**config.mk**
```make
export PLATFORM = sky130hd
export DESIGN_NAME = wide_add_sequencer
export DESIGN_NICKNAME = d
export VERILOG_FILES = /design/src/rtl/wide_add_sequencer.sv
export SDC_FILE = /design/constraint.sdc
export NUM_CORES = 1
export LEC_CHECK = 0
export BUFFER_PORTS_ARGS = -buffer_cell sky130_fd_sc_hd__clkbuf_2
export CAP_MARGIN = 20
export CORE_MARGIN = 2
export CORE_UTILIZATION = 34
export CTS_BUF_LIST = sky130_fd_sc_hd__clkbuf_16
export CTS_CLUSTER_SIZE = 16
export DETAILED_ROUTE_END_ITERATION = 7
export GPL_TIMING_DRIVEN = 0
export SKIP_CTS_REPAIR_TIMING = 1
export SLEW_MARGIN = 20
export SYNTH_ARGS = -nofsm -noshare
export SYNTH_HDL_FRONTEND = slang
export SYNTH_SLANG_ARGS = --single-unit
```
**constraint.sdc**
```tcl
create_clock -name i_clk -period 6.2 [get_ports i_clk]
set_input_delay 0.31 -clock i_clk [delete_from_list [all_inputs] [get_ports i_clk]]
set_output_delay 0.31 -clock i_clk [all_outputs]
set_load 0.02 [all_outputs]
```
**src/rtl/wide_add_sequencer.sv**
```systemverilog
// Byte-serial wide add/subtract controller driving one shared external 8-bit adder,
// least-significant byte first, with valid/ready handshakes on operands and result.
module wide_add_sequencer #(
   parameter int WORDS = 4
) (
   input  logic                 i_clk,
   input  logic                 i_rst,
   input  logic                 i_in_valid,
   output logic                 o_in_ready,
   input  logic [8*WORDS-1:0]   i_in_a,
   input  logic [8*WORDS-1:0]   i_in_b,
   input  logic                 i_in_cin,
   input  logic                 i_in_sub,
   output logic                 o_out_valid,
   input  logic                 i_out_ready,
   output logic [8*WORDS-1:0]   o_out_sum,
   output logic                 o_out_cout,
   output logic                 o_busy,
   output logic [7:0]           o_add_a,
   output logic [7:0]           o_add_b,
   output logic                 o_add_cin,
   input  logic [7:0]           i_add_sum,
   input  logic                 i_add_cout
);

   localparam int W     = 8 * WORDS;
   localparam int IDX_W = (WORDS > 1) ? $clog2(WORDS) : 1;

   typedef enum logic [1:0] {
      S_IDLE = 2'd0,
      S_RUN  = 2'd1,
      S_DONE = 2'd2
   } state_t;

   // Selects byte idx of a wide vector without a variable part-select.
   function automatic logic [7:0] f_byte_sel(input logic [W-1:0] v, input logic [IDX_W-1:0] idx);
      logic [7:0] b;
      b = 8'h00;
      for (int k = 0; k < WORDS; k++) begin
         b = b | (v[8*k +: 8] & {8{idx == IDX_W'(k)}});
      end
      return b;
   endfunction

   state_t             r_state;
   state_t             w_state_nxt;
   logic [W-1:0]       r_a;
   logic [W-1:0]       w_a_nxt;
   logic [W-1:0]       r_b;
   logic [W-1:0]       w_b_nxt;
   logic [W-1:0]       r_sum;
   logic [W-1:0]       w_sum_nxt;
   logic               r_carry;
   logic               w_carry_nxt;
   logic [IDX_W-1:0]   r_idx;
   logic [IDX_W-1:0]   w_idx_nxt;

   logic               r_in_ready;
   logic               r_out_valid;
   logic               r_busy;
   logic [W-1:0]       r_out_sum;
   logic               r_out_cout;
   logic [7:0]         r_add_a;
   logic [7:0]         r_add_b;
   logic               r_add_cin;

   logic               w_in_ready_nxt;
   logic               w_out_valid_nxt;
   logic               w_busy_nxt;
   logic [W-1:0]       w_out_sum_nxt;
   logic               w_out_cout_nxt;
   logic [7:0]         w_add_a_nxt;
   logic [7:0]         w_add_b_nxt;
   logic               w_add_cin_nxt;

   // FSM state register.
   always_ff @(posedge i_clk) begin
      if (i_rst) begin
         r_state <= S_IDLE;
      end else begin
         r_state <= w_state_nxt;
      end
   end

   // Next-state and datapath update logic.
   always_comb begin
      w_state_nxt = r_state;
      w_a_nxt     = r_a;
      w_b_nxt     = r_b;
      w_sum_nxt   = r_sum;
      w_carry_nxt = r_carry;
      w_idx_nxt   = r_idx;
      case (r_state)
         S_IDLE: begin
            if (i_in_valid && r_in_ready) begin
               w_a_nxt     = i_in_a;
               w_b_nxt     = i_in_sub ? ~i_in_b : i_in_b;
               w_carry_nxt = i_in_sub ? 1'b1 : i_in_cin;
               w_idx_nxt   = {IDX_W{1'b0}};
               w_sum_nxt   = {W{1'b0}};
               w_state_nxt = S_RUN;
            end else begin
               w_state_nxt = S_IDLE;
            end
         end
         S_RUN: begin
            // Only the byte currently on the adder is written back.
            for (int k = 0; k < WORDS; k++) begin
               w_sum_nxt[8*k +: 8] = (r_idx == IDX_W'(k)) ? i_add_sum : r_sum[8*k +: 8];
            end
            w_carry_nxt = i_add_cout;
            if (r_idx == IDX_W'(WORDS - 1)) begin
               w_state_nxt = S_DONE;
            end else begin
               w_idx_nxt   = r_idx + IDX_W'(1);
               w_state_nxt = S_RUN;
            end
         end
         S_DONE: begin
            if (i_out_ready) begin
               w_state_nxt = S_IDLE;
            end else begin
               w_state_nxt = S_DONE;
            end
         end
         default: begin
            w_state_nxt = S_IDLE;
         end
      endcase
   end

   // Output values for the coming cycle, derived from the next state so they can be registered.
   always_comb begin
      w_in_ready_nxt  = (w_state_nxt == S_IDLE);
      w_out_valid_nxt = (w_state_nxt == S_DONE);
      w_busy_nxt      = (w_state_nxt == S_RUN) || (w_state_nxt == S_DONE);
      w_out_sum_nxt   = {W{1'b0}};
      w_out_cout_nxt  = 1'b0;
      w_add_a_nxt     = 8'h00;
      w_add_b_nxt     = 8'h00;
      w_add_cin_nxt   = 1'b0;
      if (w_state_nxt == S_DONE) begin
         w_out_sum_nxt  = w_sum_nxt;
         w_out_cout_nxt = w_carry_nxt;
      end else if (w_state_nxt == S_RUN) begin
         w_add_a_nxt   = f_byte_sel(w_a_nxt, w_idx_nxt);
         w_add_b_nxt   = f_byte_sel(w_b_nxt, w_idx_nxt);
         w_add_cin_nxt = w_carry_nxt;
      end else begin
         w_out_sum_nxt = {W{1'b0}};
      end
   end

   // Datapath registers; reset discards any partial result.
   always_ff @(posedge i_clk) begin
      if (i_rst) begin
         r_a     <= {W{1'b0}};
         r_b     <= {W{1'b0}};
         r_sum   <= {W{1'b0}};
         r_carry <= 1'b0;
         r_idx   <= {IDX_W{1'b0}};
      end else begin
         r_a     <= w_a_nxt;
         r_b     <= w_b_nxt;
         r_sum   <= w_sum_nxt;
         r_carry <= w_carry_nxt;
         r_idx   <= w_idx_nxt;
      end
   end

   // Registered outputs.
   always_ff @(posedge i_clk) begin
      if (i_rst) begin
         r_in_ready  <= 1'b1;
         r_out_valid <= 1'b0;
         r_busy      <= 1'b0;
         r_out_sum   <= {W{1'b0}};
         r_out_cout  <= 1'b0;
         r_add_a     <= 8'h00;
         r_add_b     <= 8'h00;
         r_add_cin   <= 1'b0;
      end else begin
         r_in_ready  <= w_in_ready_nxt;
         r_out_valid <= w_out_valid_nxt;
         r_busy      <= w_busy_nxt;
         r_out_sum   <= w_out_sum_nxt;
         r_out_cout  <= w_out_cout_nxt;
         r_add_a     <= w_add_a_nxt;
         r_add_b     <= w_add_b_nxt;
         r_add_cin   <= w_add_cin_nxt;
      end
   end

   assign o_in_ready  = r_in_ready;
   assign o_out_valid = r_out_valid;
   assign o_busy      = r_busy;
   assign o_out_sum   = r_out_sum;
   assign o_out_cout  = r_out_cout;
   assign o_add_a     = r_add_a;
   assign o_add_b     = r_add_b;
   assign o_add_cin   = r_add_cin;

endmodule
```
==> results summary, run 1 <==
The run finished with clean final reports. The met2 track utilization from global routing came out at 27.7%. Entering global routing, the biggest net connects 17 pins. The number of hold violations in the final report is 0.

On the final layout, the worst hold slack is 0.152 ns. Summing all placed instances gives a cell area of 6830 um2. Among all cell types in the netlist, the one instantiated most often is dfxtp_1. The via-per-instance ratio came out at approximately 4.8. The portion of synthesized cell area occupied by the leading cell type came out at a little over half. The latest clock arrival within the worst-skew pair came out at about 0.43 ns. The number of enable flip-flop cells after synthesis is 0. The worst register-to-register path has a depth of 10. The cell depth of the worst hold path is 3. The basic-gate share of the synthesized area counting and, or, nand and nor cells came out at between 10 and 15%.

The minimum period implied by the final worst setup slack is around 2.4 ns. The layer flagged by global routing as most heavily used is met2. The kind of end point of the critical path is a flop. The worst pin sits at a relative slew slack of 59.6%. The H-tree generated during clock tree synthesis spans 4 levels. The total clock sinks is 154. The last weighted congestion value of the routability-driven placer came out at 0.792. The count of endpoints failing setup in the final report came out at 0.

In this run the most critical hold path is launched from i_in_a[19]. Port buffering added approximately 130 buffers. The fmax is about 410 MHz.

For this run, asynchronously set or reset flops after synthesis account for 0%. The synthesized netlist contains 46 unique library cells. The wire length of the first global-routing pass is 24.4 mm. The number of cell rows came out at 48.

The number of primary I/O pins came out at 132. Global routing used 5.31% of the available met3 tracks. The remaining global-route overflow came out at 0. The global-route track usage on met1 is 22.9%. In the global route stage, overall resource usage came out at around 18%.

The maximum fanout encountered on the critical timing path came out at 10. Before antenna repair, the detailed router went through 5 iterations. In this run the critical register-to-register path is launched from r_idx[1]. After clock tree synthesis, the clock-pin slew on the worst setup and hold paths is 0.06 ns. In this run the static leakage power is 3.02 nW.

The fill cell total of the finished layout is 1700. The post-DP HPWL came out at approximately 11 mm. Counting along the longest clock path gives a buffer depth of 2. The path with the worst hold slack has its endpoint at r_a[19].

The finished layout cell area is 7410 um2. The final net count is 849. The synthesized-area fraction occupied by ao, oa, aoi and oai cells is 17.4%.

The library cell used as clock root buffer is clkbuf_16. The number of buffers created by CTS came out at 17. The number of antenna violations at the first check in global routing is 0.

The synthesized area divided by synthesized cell count came out at 9.54 um2. The final max-slew violation count is 0. The sequential-to-total area share from yosys stat is 52.2%. The combinational family with the most area after synthesis is compound AO/OA/AOI/OAI gates.

Data on the critical path arrives at its endpoint at 2.71 ns. For this run, design rule violations remaining after detail routing come to 0. The aggregate negative setup slack came out at 0 ns. At the pin with the least slew margin, the transition time is ~0.6 ns. TritonCTS built the clock tree. The max-cap violation count is 0. The worst register-to-register path ends at o_out_sum[18].

Setup repair after global routing left no endpoint under its margin. In the synthesized netlist the dominant register cell turns out to be dfxtp_1. The setup check on the worst reg-to-reg path leaves a slack of roughly 3.8 ns. In this run the worst hold path is classified as input port to flop. IR analysis of the VDD net gives a maximum drop of 0.000211 V. Yosys attributes the largest share of cell area to dfxtp_1 52%, nor2_1 9.3%, mux2i_1 6.1%.

Power spread over the standard cell area amounts to roughly 320 nW/um2. The category of the critical setup timing path is flop to flop. STA classifies the critical path startpoint as a flop. The number of storage elements in the synthesis netlist is 154.

The worst clock skew is 0.0127 ns. The dominant cell type by area after synthesis is dfxtp_1. The via count of the first global-routing pass is 4556. The xor/xnor cell area share of the yosys netlist came out at approximately 4.7%. The final critical path takes up 39.0% of the cycle. Synthesis handed over a netlist of 619 instances. The commonest cells after synthesis are 154 x dfxtp_1, 146 x nor2_1, 36 x mux2i_1. The average detailed-routed wire length per instance is 15.8 um. The synthesized netlist net count came out at 701. The area enclosed by the die boundary came out at approximately 18000 um2.

The layout cell share with drive strength beyond 1 came out at approximately 26%. The overall power after layout is 0.00240 W. The overall die height came out at 136 um. The via count of the routed design came out at 4811. The area growth from synthesis to layout came out at 25.4%.

The area of the mapped netlist came out at between 5000 and 6000 um2. After the first detailed-routing iteration, the DRC count stood at 368. The antenna diode instance count came out at 0. During synthesis, Yosys emitted a total of 0 warnings.

The floorplan die width came out at roughly 140 um. The multiplexer share of the synthesized area came out at 6.10%. The region available for standard cell placement spans 17100 um2.

The post-detailed-route count of antenna-violating nets is 0. The starting density of the core is about 35%. The total wire length came out at ~16 mm. The data required time at the worst endpoint is 6.50 ns. The adder and majority gate portion of the synthesized area came out at 0.635%.
[how the worst max path moves through the flow]
stage                        start             to  slack, ns
after floorplan           r_idx[1]  o_out_sum[10]       4.24
after global placement    r_idx[1]   o_out_sum[8]       3.76
after detailed placement  r_idx[1]  o_out_sum[15]       3.78
after CTS                 r_idx[1]  o_out_sum[15]       3.76
after global routing      r_idx[1]  o_out_sum[15]       3.56
final                     r_idx[1]  o_out_sum[18]       3.78
[registers in the layout (all words and copies together) (netlist names), 2 cells and up]
| signal | flops |
|---|---|
| r_sum | 32 |
| o_add_a | 8 |
| r_state | 2 |
| r_a | 32 |
| o_out_sum | 32 |
| r_b | 32 |
| r_idx | 2 |
| o_add_b | 8 |
[placed cells by master (no fill, tap or decap), types with 7 or more instances in the layout]
cell type and instances:
a41oi_1 8, o22ai_1 9, nand2_1 31, a22oi_2 8, nor2_1 146, o211ai_1 21, o21ai_0 28, clkbuf_1 21
dfxtp_1 154, a21oi_1 11, xnor2_1 28, buf_2 15, clkbuf_2 129, a22oi_1 25, inv_1 8, mux2i_1 36
clkbuf_16 17, o31a_1 9, o221ai_1 7
[worst max-delay path: stages, from the launching register on]
cell	delay, ns
dfxtp_1	0.31
buf_2	0.18
and4b_1	0.20
buf_2	0.18
nor2_1	0.24
inv_1	0.07
ha_1	0.19
nand2b_1	0.07
clkbuf_1	0.32
clkbuf_1	0.42
nor2_1	0.10
[metal layers]
layer	vias up	routed length [um]
met5	-	0
met4	0	205
met3	14	995
met2	137	7400
met1	2237	7250
li1	2423	-
[where the power goes]
part / internal, W / switching [W]
Clock: 0.000592 / 0.000428
Combinational: 0.000125 / 0.000193
Sequential: 0.00104 / 0.0000196
Total: 0.00176 / 0.000641
[metrics by stage]
step | util [%] | std cells | setup slack [ns]
after floorplan | - | 619 | 4.24
after global placement | 39.9 | 973 | 3.76
after detailed placement | 39.9 | 973 | 3.78
after CTS | 43.3 | 1005 | 3.76
after global routing | 43.3 | 1005 | 3.56
final | 43.3 | 1005 | 3.78
[cell type report]
class	instances	area (um2)	share of cell area (%)
Sequential cell	154	3080	41.6
Multi-Input combinational cell	411	2550	34.4
Timing Repair Buffer	129	646	8.71
Clock buffer	17	425	5.74
Tap cell	225	282	3.80
Buffer	47	251	3.39
Clock inverter	15	150	2.03
Inverter	7	26.3	0.355
[cells by family after synthesis]
kind of cell / count (synthesis)
AO/OA/AOI/OAI: 139
XOR/XNOR: 32
adder cells (fa/ha/maj): 3
buffers and inverters: 54
flip-flops: 154
multiplexers: 36
AND/OR/NAND/NOR: 201
Note: power is estimated with default switching activity, not from simulation.
==> inputs of run 2 (changes only) <==
==> constraint.sdc (replaced) <==
create_clock -name i_clk -period 2.5 [get_ports i_clk]
set_input_delay 0.125 -clock i_clk [delete_from_list [all_inputs] [get_ports i_clk]]
set_output_delay 0.125 -clock i_clk [all_outputs]
set_load 0.02 [all_outputs]
==> results summary, run 2 (synthesis gave the netlist of run 1 again) <==
The flow ran to the end, but the final reports show violations. The checks that failed: hold timing. The data required time at the worst endpoint is 2.86 ns (-3.64 ns). The worst hold path begins at i_in_a[25].

The peak ir drop on the vdd network was 0.000521 V (+150%). The area enclosed by the die boundary came out at 18400 um2 (unchanged). Setup repair after global routing left no endpoint under its margin. The number of antenna violations at the first check in global routing was 0 (unchanged). The largest buffer count on any clock path came out at 2 (unchanged). The count of endpoints failing setup in the final report came to 0 (unchanged). The number of hold violations in the final report is 9 (+9).

The category of the critical setup timing path is flop to flop. The post-DP HPWL came out at 11.4 mm (unchanged). The total clock sinks is 154 (unchanged). TritonCTS built the clock tree. Leaving out fill and tap cells, the most frequent cells in the layout are 154 x dfxtp_1, 146 x nor2_1, 132 x clkbuf_2. The final critical-path setup slack came to 0.221 ns (-3.56 ns).

The worst hold margin came out at -0.0275 ns (-0.179 ns). The startpoint identified for the worst register-to-register timing path is r_idx[1]. The reg-to-reg endpoint is o_add_a[4].

The leakage power total is 3.11 nW (+3.0%). STA classifies the critical path endpoint as a flop. The layout cell share with drive strength beyond 1 was 25.5% (-0.27 points).

The max-cap violation count came out at 0 (unchanged). The power density of the placed cells was 785 nW/um2 (+140%). The maximum fanout encountered on the critical timing path is 10 (unchanged). The final net count came out at 869 (+2.4%). The overall track demand over capacity in global routing is 17.6% (unchanged). The floorplan die width was 136 um (unchanged).

The tightest slew margin relative to the limit came out at 58.6% (-1.0 points). The total wire length is 16.0 mm (+1.2%). The number of primary I/O pins came out at 132 (unchanged).

The worst clock skew came out at 0.0137 ns (+0.00100 ns). The last weighted congestion value of the routability-driven placer came to 0.792 (unchanged). Leaving out fill and tap cells, the most frequent cell in the layout is dfxtp_1. The area growth from synthesis to layout came out at 28.9%. The final max-slew violation count came to 0 (unchanged).

The wire length of the first global-routing pass is 24.4 mm (unchanged). The antenna diode instance count came out at 0 (unchanged). The fraction of the cycle the final worst path needs is 91.2% (+52 points). The depth of the CTS H-tree came out at 4 (unchanged). The clock-pin slew on the worst setup and hold paths came out at 0.06 ns (about the same). The latest clock arrival within the worst-skew pair came out at 0.43 ns (about the same). The average detailed-routed wire length per instance came out at 15.6 um (-0.81%). The core outline area is 17100 um2 (unchanged). The DRC marker count from the first detailed-route iteration came out at 377 (+2.4%). The number of buffers created by CTS is 17 (unchanged). For hold timing, the worst endpoint is r_a[25].

The via-per-instance ratio is 4.75 (-0.85%). The cell depth of the worst hold path came out at 3 (unchanged). The via count of the first global-routing pass was 4556 (unchanged). The post-detailed-route count of antenna-violating nets came to 0 (unchanged). The slowest cell on the critical path is buf_1. The arrival time at the worst endpoint came out at 2.63 ns (-0.08 ns). The worst slack at placement is 0.0782 ns (-3.70 ns). The minimum period implied by the final worst setup slack is 2.28 ns (-0.138 ns). The aggregate negative setup slack came out at 0 ns (unchanged).

The number of search-and-repair iterations in the first detailed-routing pass is 5 (unchanged). The measured slew at the worst slew-check pin came out at 0.617 ns (+0.0150 ns). The fmax is 439 MHz (+6.1%). The fill cell total of the finished layout is 1687 (-0.76%). The final instance count without filler cells was 1025 (+2.0%). The via count of the routed design came out at 4865 (+1.1%). The startpoint type of the worst setup path is a flop. The post-placement cell count came out at 973 (unchanged). The overall die height came out at 136 um (unchanged). Walking the worst path, the cells encountered are buf_2, and4b_1, buf_2, nor2_1, inv_1, ha_1, nor2_1, and2_1, buf_1, o31a_1. The starting density of the core is 34.5% (unchanged). The peak per-stage delay on the critical path is 0.37 ns (-0.05 ns).

The placed instance area is 6830 um2 (unchanged). The remaining global-route overflow is 0 (unchanged). The worst reg-to-reg path cell count is 10 (unchanged). The number of buffer cells added on primary ports came to 129 (unchanged). The maximum number of pins on one net before global-route repair was 17 (unchanged). The slack of the worst reg-to-reg path came out at 0.22 ns (-3.56 ns). The DRC violation count after routing came out at 0 (unchanged).

The finished layout cell area came out at 7610 um2 (+2.8%). The library cell used as clock root buffer is clkbuf_16. The min-delay analysis places its worst path in the category input port to flop. The number of cell rows is 48 (unchanged).
[run 2: changes by cell type in the layout (fill, tap and decap cells not counted)]
| cell | change |
|---|---|
| clkbuf_1 | -3 |
| clkbuf_2 | +3 |
| dlygate4sd3_1 | +20 |
[run 2: worst max path at each step]
| stage | from | to | slack (ns) |
|---|---|---|---|
| after global placement | r_idx[1] | o_out_sum[8] | 0.06 |
| final | r_idx[1] | o_add_a[4] | 0.22 |
| after detailed placement | r_idx[1] | o_out_sum[15] | 0.08 |
| after CTS | r_idx[1] | o_out_sum[15] | 0.06 |
| after floorplan | r_idx[1] | o_out_sum[10] | 0.54 |
| after global routing | r_idx[1] | o_add_a[4] | 0.02 |
[run 2: routing by layer]
metal | track usage (%) | wire (um)
met5 | 0 | 0
met4 | 5.79 | 205
met3 | 5.31 | 942
met2 | 27.7 | 7490
met1 | 22.9 | 7390
[run 2: final cells by class]
cell class / instances / area [um2] / area share (%)
plain buffers: 47 / 255 / 3.35
clock buffers: 17 / 425 / 5.59
clock inverters: 15 / 150 / 1.97
inverters: 7 / 26.3 / 0.345
multi-input cells: 411 / 2550 / 33.4
flip-flops and latches: 154 / 3080 / 40.5
well taps: 225 / 282 / 3.70
repair buffers: 149 / 846 / 11.1
[run 2: worst max-delay path: cells and delay by family, from the launching register on]
kind / cells / cell delay, ns
buffers and inverters: 4 / 0.80
and+or+nand+nor: 4 / 0.68
DFF: 1 / 0.31
AOI/OAI and AO/OA: 1 / 0.22
adders and majority gates: 1 / 0.19
[run 2: power by group]
group	switching [W]	internal [W]
clock network	0.00106	0.00147
registers	0.0000485	0.00259
logic	0.000483	0.000331
[run 2: stage by stage]
step,util (%),power (W)
global route,44.5,0.00623
finish,44.5,0.00597
global placement,39.9,0.00347
floorplan,-,0.00322
detailed placement,39.9,0.00348
CTS,43.3,0.00599
